[config.mk]
export PLATFORM = sky130hd
export DESIGN_NAME = down_counter_timer
export DESIGN_NICKNAME = d
export VERILOG_FILES = /design/src/rtl/down_counter_timer.sv
export SDC_FILE = /design/constraint.sdc
export NUM_CORES = 1
export LEC_CHECK = 0
export CAP_MARGIN = 20
export CORE_UTILIZATION = 42
export DETAILED_ROUTE_END_ITERATION = 7
export GPL_TIMING_DRIVEN = 0
export PLACE_DENSITY = 0.79
export SLEW_MARGIN = 20
export SYNTH_ARGS = -nofsm -noshare
export SYNTH_HDL_FRONTEND = slang
export SYNTH_SLANG_ARGS = --single-unit
[constraint.sdc]
create_clock -name clock -period 1.85 [get_ports clock]
set_input_delay 0.37 -clock clock [delete_from_list [all_inputs] [get_ports clock]]
set_output_delay 0.37 -clock clock [all_outputs]
set_load 0.05 [all_outputs]
[src/rtl/down_counter_timer.sv]
// Loadable down-counting timer with a single-cycle expiry pulse.
// Define DOWN_COUNTER_TIMER_AUTO_RELOAD_EN to reload from the preset on expiry (periodic divider).
module down_counter_timer #(
    parameter int WIDTH = 8
) (
    input  logic             clock,
    input  logic             clear_b,
    input  logic             enable_signal,
    input  logic             load,
    input  logic [WIDTH-1:0] load_value,
    input  logic             start,
    input  logic             stop,
    output logic [WIDTH-1:0] q,
    output logic             busy,
    output logic             done
);

    localparam logic [0:0] IDLE = 1'b0;
    localparam logic [0:0] RUN  = 1'b1;

    logic [0:0]       state;
    logic [WIDTH-1:0] start_value;

    // A start coinciding with a load begins from the freshly loaded value.
    assign start_value = load ? load_value : q;
    assign busy        = (state == RUN);

`ifdef DOWN_COUNTER_TIMER_AUTO_RELOAD_EN
    logic [WIDTH-1:0] reload_reg;

    always_ff @(posedge clock) begin
        if (!clear_b) begin
            reload_reg <= '0;
        end else if (state == IDLE && load) begin
            reload_reg <= load_value;
        end
    end
`endif

    always_ff @(posedge clock) begin
        if (!clear_b) begin
            q     <= '0;
            state <= IDLE;
            done  <= 1'b0;
        end else begin
            done <= 1'b0;
            case (state)
                IDLE: begin
                    if (load) begin
                        q <= load_value;
                    end
                    if (start) begin
                        if (start_value != '0) begin
                            state <= RUN;
                        end else begin
                            done <= 1'b1;
                        end
                    end
                end
                RUN: begin
                    if (stop) begin
                        state <= IDLE;
                    end else if (enable_signal) begin
                        if (q > WIDTH'(1)) begin
                            q <= q - WIDTH'(1);
                        end else begin
                            done <= 1'b1;
`ifdef DOWN_COUNTER_TIMER_AUTO_RELOAD_EN
                            q <= reload_reg;
                            if (reload_reg == '0) begin
                                state <= IDLE;
                            end
`else
                            q     <= '0;
                            state <= IDLE;
`endif
                        end
                    end
                end
                default: state <= IDLE;
            endcase
        end
    end

endmodule

==> results.yml <==
status:
  status: "complete, no violations"
sta:
  period_share: 0.982
  max_freq_mhz: 551
  finalMaxSlewViolations: 0
  worstMarginPinSlew_ns: 0.625
  hold_viol_final: 0
  final.setup_skew_ns: 0.00620
  setup_viol: 0
  slew-limit-headroom: 0.580
  fin_crit_ns: 1.82
route:
  ant_nets: 0
  vias: 782
  wire_per_inst_um: 15.2
  detail_route.iter0.violations: 29
  drcViolationCount: 0
  routed_wl_um: 1950
  first_pass_iters: 7
  routed_via_density: 6.11
grt:
  grt_pass1_wl_um: 2870
  grt_max_degree: 9
  met2_usage: 0.375
  grt_overflow: 0
  use_met1: 0.388
  grt.met3_usage: 0.0652
  grt_pass1_vias: 606
  track_usage: 0.261
  antenna_found_initial: 0
  top_usage_layer: "met1"
pwr:
  clock_power_share: 0.278
  p_int_mw: 0.467
  p_sw_frac: 0.377
  power_density_nw_per_um2: 761
  combPwrFrac: 0.376
  p_total_mw: 0.749
  leakage_nw: 0.430
  power_frac_seq: 0.346
  peakVddDrop_mv: 0.481
  p_sw_mw: 0.282
yosys:
  postSynthAreaPerCell_um2: 7.78
  ys_warn_count: 0
  synthDistinctLibCells: 33
  synth_top_area_share: 0.310
  synth_area_leader_cell: "dfxtp_1"
  syn_nets: 99
  synthTopCellsByArea: "dfxtp_1 (31%), a31oi_1 (7.8%), nand2_1 (7.0%)"
  synth_area_um2: 646
  seq_area_frac_synth: 0.310
  synthCells: 83
  ys_ff_latch: 10
run:
  max_cap_viol_count: 0
die:
  core_um2: 1370
  die_area_um2: 1700
  die_h_um: 41.2
  die_w_um: 41.2
  start_util: 0.473
  ios: 24
  fp-row-count: 13
place:
  io_buffers: 23
  globalplace.congestion: 0.878
  hpwl_um: 1300
  dp_cells: 121
worst_setup_path:
  cp.arrival_ns: 1.99
  worstPathRequired_ns: 2.02
  critPathMaxFanout: 2
  cp-start-kind: "primary input"
  worst-r2r-setup-slack_ns: 0.09
  path_class: "primary input to flip-flop"
  cp-end-kind: "flip-flop"
clock_network:
  cts_made_buffers: 3
  insertion_delay_ns: 0.27
  clkSlewWorstSetupHoldPaths_ns: 0.08
  cts-htree-levels: 1
  cts.sinks: 10
  cts_tree: "built"
  hold_buffers: 0
  clockBufferDepth: 2
  cts_root_buf: "clkbuf_4"
finish:
  syn_to_final_growth_pct: 52.5
  diodes: 0
  layout.nets: 130
  drive_above_1_share: 0.159
  layout.cells.non_filler: 128
hold_path:
  hp-class: "flip-flop to flip-flop"
## synthesized netlist by cell type
library cell	n
o211ai_1	1
or4_4	1
nand2b_1	3
o21ai_0	3
a31oi_1	8
xnor2_1	1
nand3b_1	1
nor4_1	2
or2_0	1
and3_1	1
inv_1	5
a21oi_1	1
a41o_1	1
ha_1	2
mux2i_1	1
nand2_1	12
nor2_1	4
o31ai_1	2
o21a_1	1
xor2_1	1
or3_1	2
o31a_1	1
nand3_1	8
or4b_1	1
or4_2	1
or4_1	2
or3b_2	1
a2111o_1	1
a211oi_1	1
dfxtp_1	10
o22ai_1	1
buf_2	1
a21o_1	1
## path summary, 6_finish.rpt
check / from / endpoint / cells past startpoint
max: load_value[6] / busy / 5
min: q[0] / q[0] / 2
max reg2reg: q[0] / q[5] / 4
min reg2reg: q[0] / q[0] / 2
## area by class of cell
class	instances	area, um2
inverters	5	18.8
fillers	113	382
well taps	15	18.8
clock buffers	4	36.3
multi-input cells	67	449
flip-flops and latches	10	204
repair buffers	26	253
plain buffers	1	5.00
## logic make-up (layout without fill, tap and decap cells)
group / Yosys count / in the layout / synth area share
fa+ha+maj: 2 / 2 / 0.0388
compound gates: 22 / 22 / 0.235
mux: 1 / 1 / 0.0155
flops: 10 / 10 / 0.310
simple gates: 40 / 40 / 0.337
xor+xnor: 2 / 2 / 0.0271
buf+inv: 6 / 36 / 0.0368
## metal layers
metal,wire length (um),vias up
met1,949,369
met3,103,0
met5,0,-
li1,-,377
met2,896,36
met4,0,0
## power by group through the flow
stage	clock network (mW)	logic [mW]	registers (mW)
6_report	0.208	0.281	0.259
5_1_grt	0.222	0.301	0.261
4_1_cts	0.207	0.271	0.257
3_5_place_dp	0	0.272	0.262
3_3_place_gp	0	0.268	0.262
2_1_floorplan	0	0.115	0.322
## state kept, by name (all words and copies together) (netlist names)
| signal | flops |
|---|---|
| busy | 1 |
| q | 8 |
| done | 1 |
## worst max-delay path, cell delays in order
cell             delay, ns
clkdlybuf4s50_1       0.43
or4b_4                0.57
o31ai_4               0.22
o211ai_1              0.16
a41o_1                0.23
## cells in the final DEF (no fill, tap or decap), types with 3 or more instances in the layout
cell / netlist / routed
nand2b_1: 3 / 3
nand2_1: 12 / 12
dlygate4sd2_1: 0 / 6
clkbuf_4: 0 / 3
nor2_1: 4 / 4
dfxtp_1: 10 / 7
dfxtp_2: 0 / 3
clkdlybuf4s50_1: 0 / 14
nand3_1: 8 / 8
buf_4: 0 / 3
dlymetal6s2s_1: 0 / 3
inv_1: 5 / 5
a31oi_1: 8 / 7
## per-stage QoR
step | hold slack (ns) | setup slack (ns) | utilization | setup TNS [ns] | cell area (um2)
after global placement | 0.506 | -0.328 | 0.658 | -1.71 | 898
after CTS | 0.528 | 0.00476 | 0.701 | 0 | 958
after detailed placement | 0.513 | -0.340 | 0.658 | -1.98 | 898
final | 0.529 | 0.0340 | 0.721 | 0 | 985
after global routing | 0.557 | -0.00767 | 0.721 | -0.00767 | 985
after floorplan | 0.488 | 0.0251 | - | 0 | 649
## repair_timing
| action | in CTS | in global routing |
|---|---|---|
| gates resized for setup | 8 | 7 |
| cloned | 0 | 0 |
| setup buffers | 3 | 0 |
| pin swaps | 4 | 4 |
| endpoints found under the setup margin | 8 | 10 |
No activity file was read; power rests on OpenSTA's default activity.
